### config.mk
export PLATFORM = sky130hd
export DESIGN_NAME = axi8_lite_master
export DESIGN_NICKNAME = d
export VERILOG_FILES = /design/src/rtl/axi8_lite_pkg.sv /design/src/rtl/axi8_lite_master.sv
export SDC_FILE = /design/constraint.sdc
export NUM_CORES = 1
export LEC_CHECK = 0
export CAP_MARGIN = 20
export CORE_ASPECT_RATIO = 0.5
export CORE_UTILIZATION = 49
export CTS_BUF_LIST = sky130_fd_sc_hd__clkbuf_4 sky130_fd_sc_hd__clkbuf_8 sky130_fd_sc_hd__clkbuf_16
export DETAILED_ROUTE_END_ITERATION = 8
export GPL_ROUTABILITY_DRIVEN = 0
export GPL_TIMING_DRIVEN = 0
export PLACE_DENSITY_LB_ADDON = 0.2
export SETUP_SLACK_MARGIN = 0.1
export SLEW_MARGIN = 20
export SYNTH_ARGS = -nofsm -noshare
export SYNTH_HDL_FRONTEND = slang
export SYNTH_SLANG_ARGS = --single-unit
### constraint.sdc
create_clock -name clk -period 2.9 [get_ports clk]
set_input_delay 0.29 -clock clk [delete_from_list [all_inputs] [get_ports clk]]
set_output_delay 0.29 -clock clk [all_outputs]
set_load 0.02 [all_outputs]
### src/rtl/axi8_lite_pkg.sv
// Shared constants and state encoding for the 8-bit AXI-lite master.
package axi8_lite_pkg;

    typedef enum logic [2:0] {
        S_IDLE,
        S_WR_REQ,
        S_WR_RESP,
        S_RD_REQ,
        S_RD_DATA,
        S_RSP
    } state_t;

    localparam int unsigned TIMEOUT_DEFAULT = 255;

    localparam logic ADDR_IN  = 1'b0;
    localparam logic ADDR_OUT = 1'b1;

endpackage

### src/rtl/axi8_lite_master.sv
// Single-beat AXI-lite master for two byte registers, with a per-channel
// wait timeout that turns a stalled slave into an aborted response.
module axi8_lite_master
    import axi8_lite_pkg::*;
#(
    parameter int unsigned TIMEOUT_CYCLES = TIMEOUT_DEFAULT
) (
    input  logic       clk,
    input  logic       rst,
    input  logic       cmd_valid,
    output logic       cmd_ready,
    input  logic       cmd_write,
    input  logic       cmd_addr,
    input  logic [7:0] cmd_wdata,
    output logic       rsp_valid,
    input  logic       rsp_ready,
    output logic [7:0] rsp_rdata,
    output logic       rsp_timeout,
    output logic       m_addr,
    output logic       m_awvalid,
    input  logic       m_awready,
    output logic       m_wvalid,
    input  logic       m_wready,
    output logic [7:0] m_wdata,
    output logic       m_wstrb,
    input  logic       m_bvalid,
    output logic       m_bready,
    output logic       m_arvalid,
    input  logic       m_arready,
    input  logic       m_rvalid,
    input  logic [7:0] m_rdata,
    output logic       m_rready
);

    localparam logic [7:0] TMO_LAST = 8'(TIMEOUT_CYCLES - 1);

    state_t     state;
    logic [7:0] cnt;
    logic       aw_done;
    logic       w_done;
    logic       adv;
    logic       tmo;

    assign aw_done = ~m_awvalid | m_awready;
    assign w_done  = ~m_wvalid | m_wready;

    // adv: the current wait state makes progress this cycle
    always_comb begin
        adv = 1'b1;
        unique case (state)
            S_WR_REQ:  adv = aw_done & w_done;
            S_WR_RESP: adv = m_bvalid;
            S_RD_REQ:  adv = m_arready;
            S_RD_DATA: adv = m_rvalid;
            default:   adv = 1'b1;
        endcase
        tmo = ~adv & (cnt == TMO_LAST);
    end

    always_ff @(posedge clk) begin
        if (rst) begin
            state       <= S_IDLE;
            cnt         <= 8'd0;
            cmd_ready   <= 1'b0;
            rsp_valid   <= 1'b0;
            rsp_rdata   <= 8'h00;
            rsp_timeout <= 1'b0;
            m_addr      <= ADDR_IN;
            m_awvalid   <= 1'b0;
            m_wvalid    <= 1'b0;
            m_wdata     <= 8'h00;
            m_wstrb     <= 1'b0;
            m_bready    <= 1'b0;
            m_arvalid   <= 1'b0;
            m_rready    <= 1'b0;
        end else begin
            unique case (state)
                S_IDLE: begin
                    cmd_ready <= 1'b1;
                    if (cmd_valid && cmd_ready) begin
                        cmd_ready <= 1'b0;
                        m_addr    <= cmd_addr;
                        m_wdata   <= cmd_wdata;
                        cnt       <= 8'd0;
                        if (cmd_write) begin
                            state     <= S_WR_REQ;
                            m_awvalid <= 1'b1;
                            m_wvalid  <= 1'b1;
                            m_wstrb   <= 1'b1;
                        end else begin
                            state     <= S_RD_REQ;
                            m_arvalid <= 1'b1;
                        end
                    end
                end
                S_WR_REQ: begin
                    if (adv) begin
                        state     <= S_WR_RESP;
                        cnt       <= 8'd0;
                        m_awvalid <= 1'b0;
                        m_wvalid  <= 1'b0;
                        m_wstrb   <= 1'b0;
                        m_bready  <= 1'b1;
                    end else begin
                        cnt <= cnt + 8'd1;
                        if (m_awready) m_awvalid <= 1'b0;
                        if (m_wready)  m_wvalid  <= 1'b0;
                    end
                end
                S_WR_RESP: begin
                    if (adv) begin
                        state     <= S_RSP;
                        m_bready  <= 1'b0;
                        rsp_valid <= 1'b1;
                        rsp_rdata <= 8'h00;
                    end else begin
                        cnt <= cnt + 8'd1;
                    end
                end
                S_RD_REQ: begin
                    if (adv) begin
                        state     <= S_RD_DATA;
                        cnt       <= 8'd0;
                        m_arvalid <= 1'b0;
                        m_rready  <= 1'b1;
                    end else begin
                        cnt <= cnt + 8'd1;
                    end
                end
                S_RD_DATA: begin
                    if (adv) begin
                        state     <= S_RSP;
                        m_rready  <= 1'b0;
                        rsp_valid <= 1'b1;
                        rsp_rdata <= m_rdata;
                    end else begin
                        cnt <= cnt + 8'd1;
                    end
                end
                S_RSP: begin
                    if (rsp_ready) begin
                        state       <= S_IDLE;
                        rsp_valid   <= 1'b0;
                        rsp_rdata   <= 8'h00;
                        rsp_timeout <= 1'b0;
                        cmd_ready   <= 1'b1;
                        m_addr      <= ADDR_IN;
                        m_wdata     <= 8'h00;
                    end
                end
                default: state <= S_IDLE;
            endcase
            // Abort overrides whatever the wait state scheduled above.
            if (tmo) begin
                state       <= S_RSP;
                rsp_valid   <= 1'b1;
                rsp_timeout <= 1'b1;
                rsp_rdata   <= 8'h00;
                m_awvalid   <= 1'b0;
                m_wvalid    <= 1'b0;
                m_wstrb     <= 1'b0;
                m_bready    <= 1'b0;
                m_arvalid   <= 1'b0;
                m_rready    <= 1'b0;
            end
        end
    end

endmodule

==> flow_summary.json <==
{
  "cts.clk_slew.worst_paths_ps": 80,
  "rsz0062_at_grt": "no",
  "cts_tree": "yes",
  "r2r-end": "rsp_rdata[2]",
  "postRouteAntennaNets": 0,
  "syn-num-nets": 232,
  "p_leak_uw": 0.000861,
  "period_needed_ps": 1930,
  "routedWlPerCell_um": 14.3,
  "met1_usage_pct": 32.5,
  "dr.pass1.iters": 4,
  "crit-reg2reg-launch": "state[2]",
  "slew_headroom_pct": 58.4,
  "worst_pin_slew_ps": 620,
  "clock-skew-final_ps": 7.88,
  "worstSetupPathType": "flop to flop",
  "worstPathMaxFanout": 10,
  "ctsHoldBuffers": 0,
  "cts-root-buf": "clkbuf_8",
  "whs_endpoint": "m_wdata[1]",
  "whs_path_depth": 2,
  "timing_hold_violations_final": 0,
  "status": "finished, final reports clean",
  "cap_viol_max_count": 0,
  "grt_overflow": 0,
  "ir_drop_mv": 0.387,
  "synth-seq-cells": 37,
  "avgSynthCellArea_um2": 8.41,
  "fp.dieW_um": 85.5,
  "place_hpwl_um": 3120,
  "worstSetupEndpointType": "flop",
  "hold_class": "flop to flop",
  "hp-start": "m_wdata[1]",
  "io_pins": 53,
  "cts.sinks": 37,
  "dieArea_um2": 3740,
  "antenna_found_initial": 0,
  "drcViolationCount": 0,
  "cts_resized": 0,
  "setup_viol": 0,
  "vias": 1703,
  "final.setup.tns_ps": 0,
  "die_y_um": 43.7,
  "seq_area_frac_synth_pct": 43.4,
  "busiest_layer": "met2",
  "yosys_warnings": 0,
  "area_growth_pct": 41.2,
  "core_area_um2": 3150,
  "n_antenna_cell": 0,
  "grtUsageMet2_pct": 41.4,
  "io_buffers": 52,
  "critPathRequiredTime_ps": 3090,
  "worstSkewPairLatency_ps": 300,
  "viasPerCell": 5.62,
  "r2r_cells": 7,
  "post-route-period-util_pct": 66.5,
  "htreeDepth": 2,
  "row_count": 14,
  "fmax_mhz": 519,
  "layout-drive-gt1-share_pct": 7.98,
  "rrSetupSlack_ps": 970,
  "final_nets": 291,
  "met3_usage_pct": 6.10,
  "track_usage_pct": 24.9,
  "final_max_slew_viol_count": 0,
  "grt_pass1_vias": 1547,
  "drt_iter0_markers": 133,
  "cellPowerDensity_nw_per_um2": 850,
  "synthDistinctLibCells": 38,
  "power_uw": 2050,
  "grt_max_degree": 13,
  "cts-buffers-inserted": 5,
  "netlist_instances": 203,
  "cts_max_path_buffers": 2,
  "fillers": 239,
  "start_util_pct": 54.2,
  "post-cts-setup-buffer-count": 0,
  "arrival_ps": 2120,
  "wl_um": 4340,
  "worstSetupStartpointType": "flop",
  "grt_pass1_wl_um": 7110,
  "synth_area_um2": 1710
}
## logic make-up after synthesis
logic type                 synth area share, %
buffers and inverters                     4.18
and+or+nand+nor                           26.0
DFF                                       43.4
xor gates and xnor gates                  3.59
adders and majority gates                 1.46
muxes                                    0.586
AOI/OAI and AO/OA                         20.8
## where the power goes
group / total, µW / switching [µW] / leakage (µW) / internal (µW)
combinational: 830 / 473 / 0.000493 / 358
sequential: 684 / 90.0 / 0.000300 / 594
clock: 536 / 194 / 0.0000681 / 342
total: 2050 / 757 / 0.000861 / 1290
## placed cells by master (no fill, tap or decap), drive strengths merged, types with 3 or more instances in the layout
master / synthesis / routed
clkdlybuf4s50: 0 / 52
a211oi: 6 / 6
dfxtp: 37 / 37
clkbuf: 3 / 8
xnor2: 7 / 7
o21ai: 5 / 5
a21oi: 24 / 24
nand3: 15 / 15
nor3: 5 / 5
nand2: 22 / 22
a21boi: 3 / 3
nor2: 30 / 30
a22oi: 9 / 9
buf: 6 / 6
inv: 3 / 3
nor2b: 7 / 7
## per-stage QoR
stage | instances | cell area, µm² | hold slack (ps) | setup slack [ps] | util (%)
floorplan | 203 | 1710 | 359 | 1270 | -
global placement | 295 | 2280 | 454 | 833 | 72.3
global route | 303 | 2410 | 494 | 873 | 76.5
CTS | 303 | 2410 | 471 | 998 | 76.5
detailed placement | 295 | 2280 | 459 | 765 | 72.3
finish | 303 | 2410 | 468 | 973 | 76.5
## metal layers
| metal | up-vias | part of all wire (%) | routed length, µm |
|---|---|---|---|
| met1 | 794 | 46 | 1990 |
| met3 | 7 | 7.9 | 343 |
| met2 | 67 | 45 | 1940 |
| met5 | - | 0 | 0 |
| li1 | 835 | - | - |
| met4 | 0 | 1.4 | 59 |
## how the worst max path moves through the flow
stage	startpoint	endpoint	slack (ps)	cells past startpoint
2_1_floorplan	m_awvalid	m_wstrb	1270	7
3_3_place_gp	m_wready	rsp_rdata[3]	830	8
3_5_place_dp	m_bvalid	rsp_rdata[2]	760	8
4_1_cts	state[2]	rsp_rdata[2]	1000	7
5_1_grt	state[0]	m_wstrb	870	8
6_report	state[2]	rsp_rdata[2]	970	7
## final cells by class
cell class	instances	area (µm²)	area share (%)
clock inverter	3	65.1	2.70
timing repair buffer	52	520	21.6
buffer	9	60.1	2.49
tap	40	50.0	2.07
multi-input combinational	154	896	37.1
sequential	37	741	30.7
clock buffer	5	68.8	2.85
inverter	3	11.3	0.467
## registers in the layout, summed over array words and instances (netlist names)
signal and flops:
cnt 8, m_wdata 8, m_rready 1, m_wvalid 1
m_awvalid 1, rsp_valid 1, m_bready 1, m_wstrb 1
rsp_rdata 8, rsp_timeout 1, state 3, m_addr 1
cmd_ready 1, m_arvalid 1
## Yosys cell counts
master | instances | share of area [%]
a211oi_1 | 4 | 1.8
a211oi_2 | 2 | 1.5
a21boi_0 | 2 | 0.88
a21boi_2 | 1 | 0.66
a21o_1 | 2 | 0.88
a21oi_1 | 24 | 7.0
a22oi_1 | 9 | 4.0
a31oi_1 | 1 | 0.37
a41oi_1 | 1 | 0.51
and2_1 | 1 | 0.37
and4_1 | 1 | 0.51
buf_2 | 3 | 0.88
buf_4 | 1 | 0.44
buf_6 | 1 | 0.66
buf_8 | 1 | 0.88
clkbuf_1 | 3 | 0.66
dfxtp_1 | 37 | 43
ha_1 | 2 | 1.5
inv_1 | 3 | 0.66
mux2i_1 | 1 | 0.59
nand2_1 | 22 | 4.8
nand2b_1 | 1 | 0.37
nand3_1 | 15 | 4.4
nand3b_1 | 2 | 0.88
nand4_1 | 1 | 0.37
nor2_1 | 30 | 6.6
nor2b_1 | 7 | 2.6
nor3_1 | 4 | 1.2
nor3_2 | 1 | 0.59
nor4_4 | 1 | 1.2
nor4b_2 | 2 | 1.8
o21ai_0 | 5 | 1.5
o21bai_1 | 1 | 0.44
o22ai_1 | 1 | 0.37
o311a_1 | 1 | 0.59
o31ai_1 | 1 | 0.44
or2_1 | 1 | 0.37
xnor2_1 | 7 | 3.6
## worst max-delay path, stage by stage (launching register included)
cell      delay [ps]
dfxtp_1          510
nor4b_2          370
a211oi_2          80
a211oi_2         370
or2_1            180
buf_6            130
buf_8            120
nor2_1            50
(Power assumes the default switching activity.)
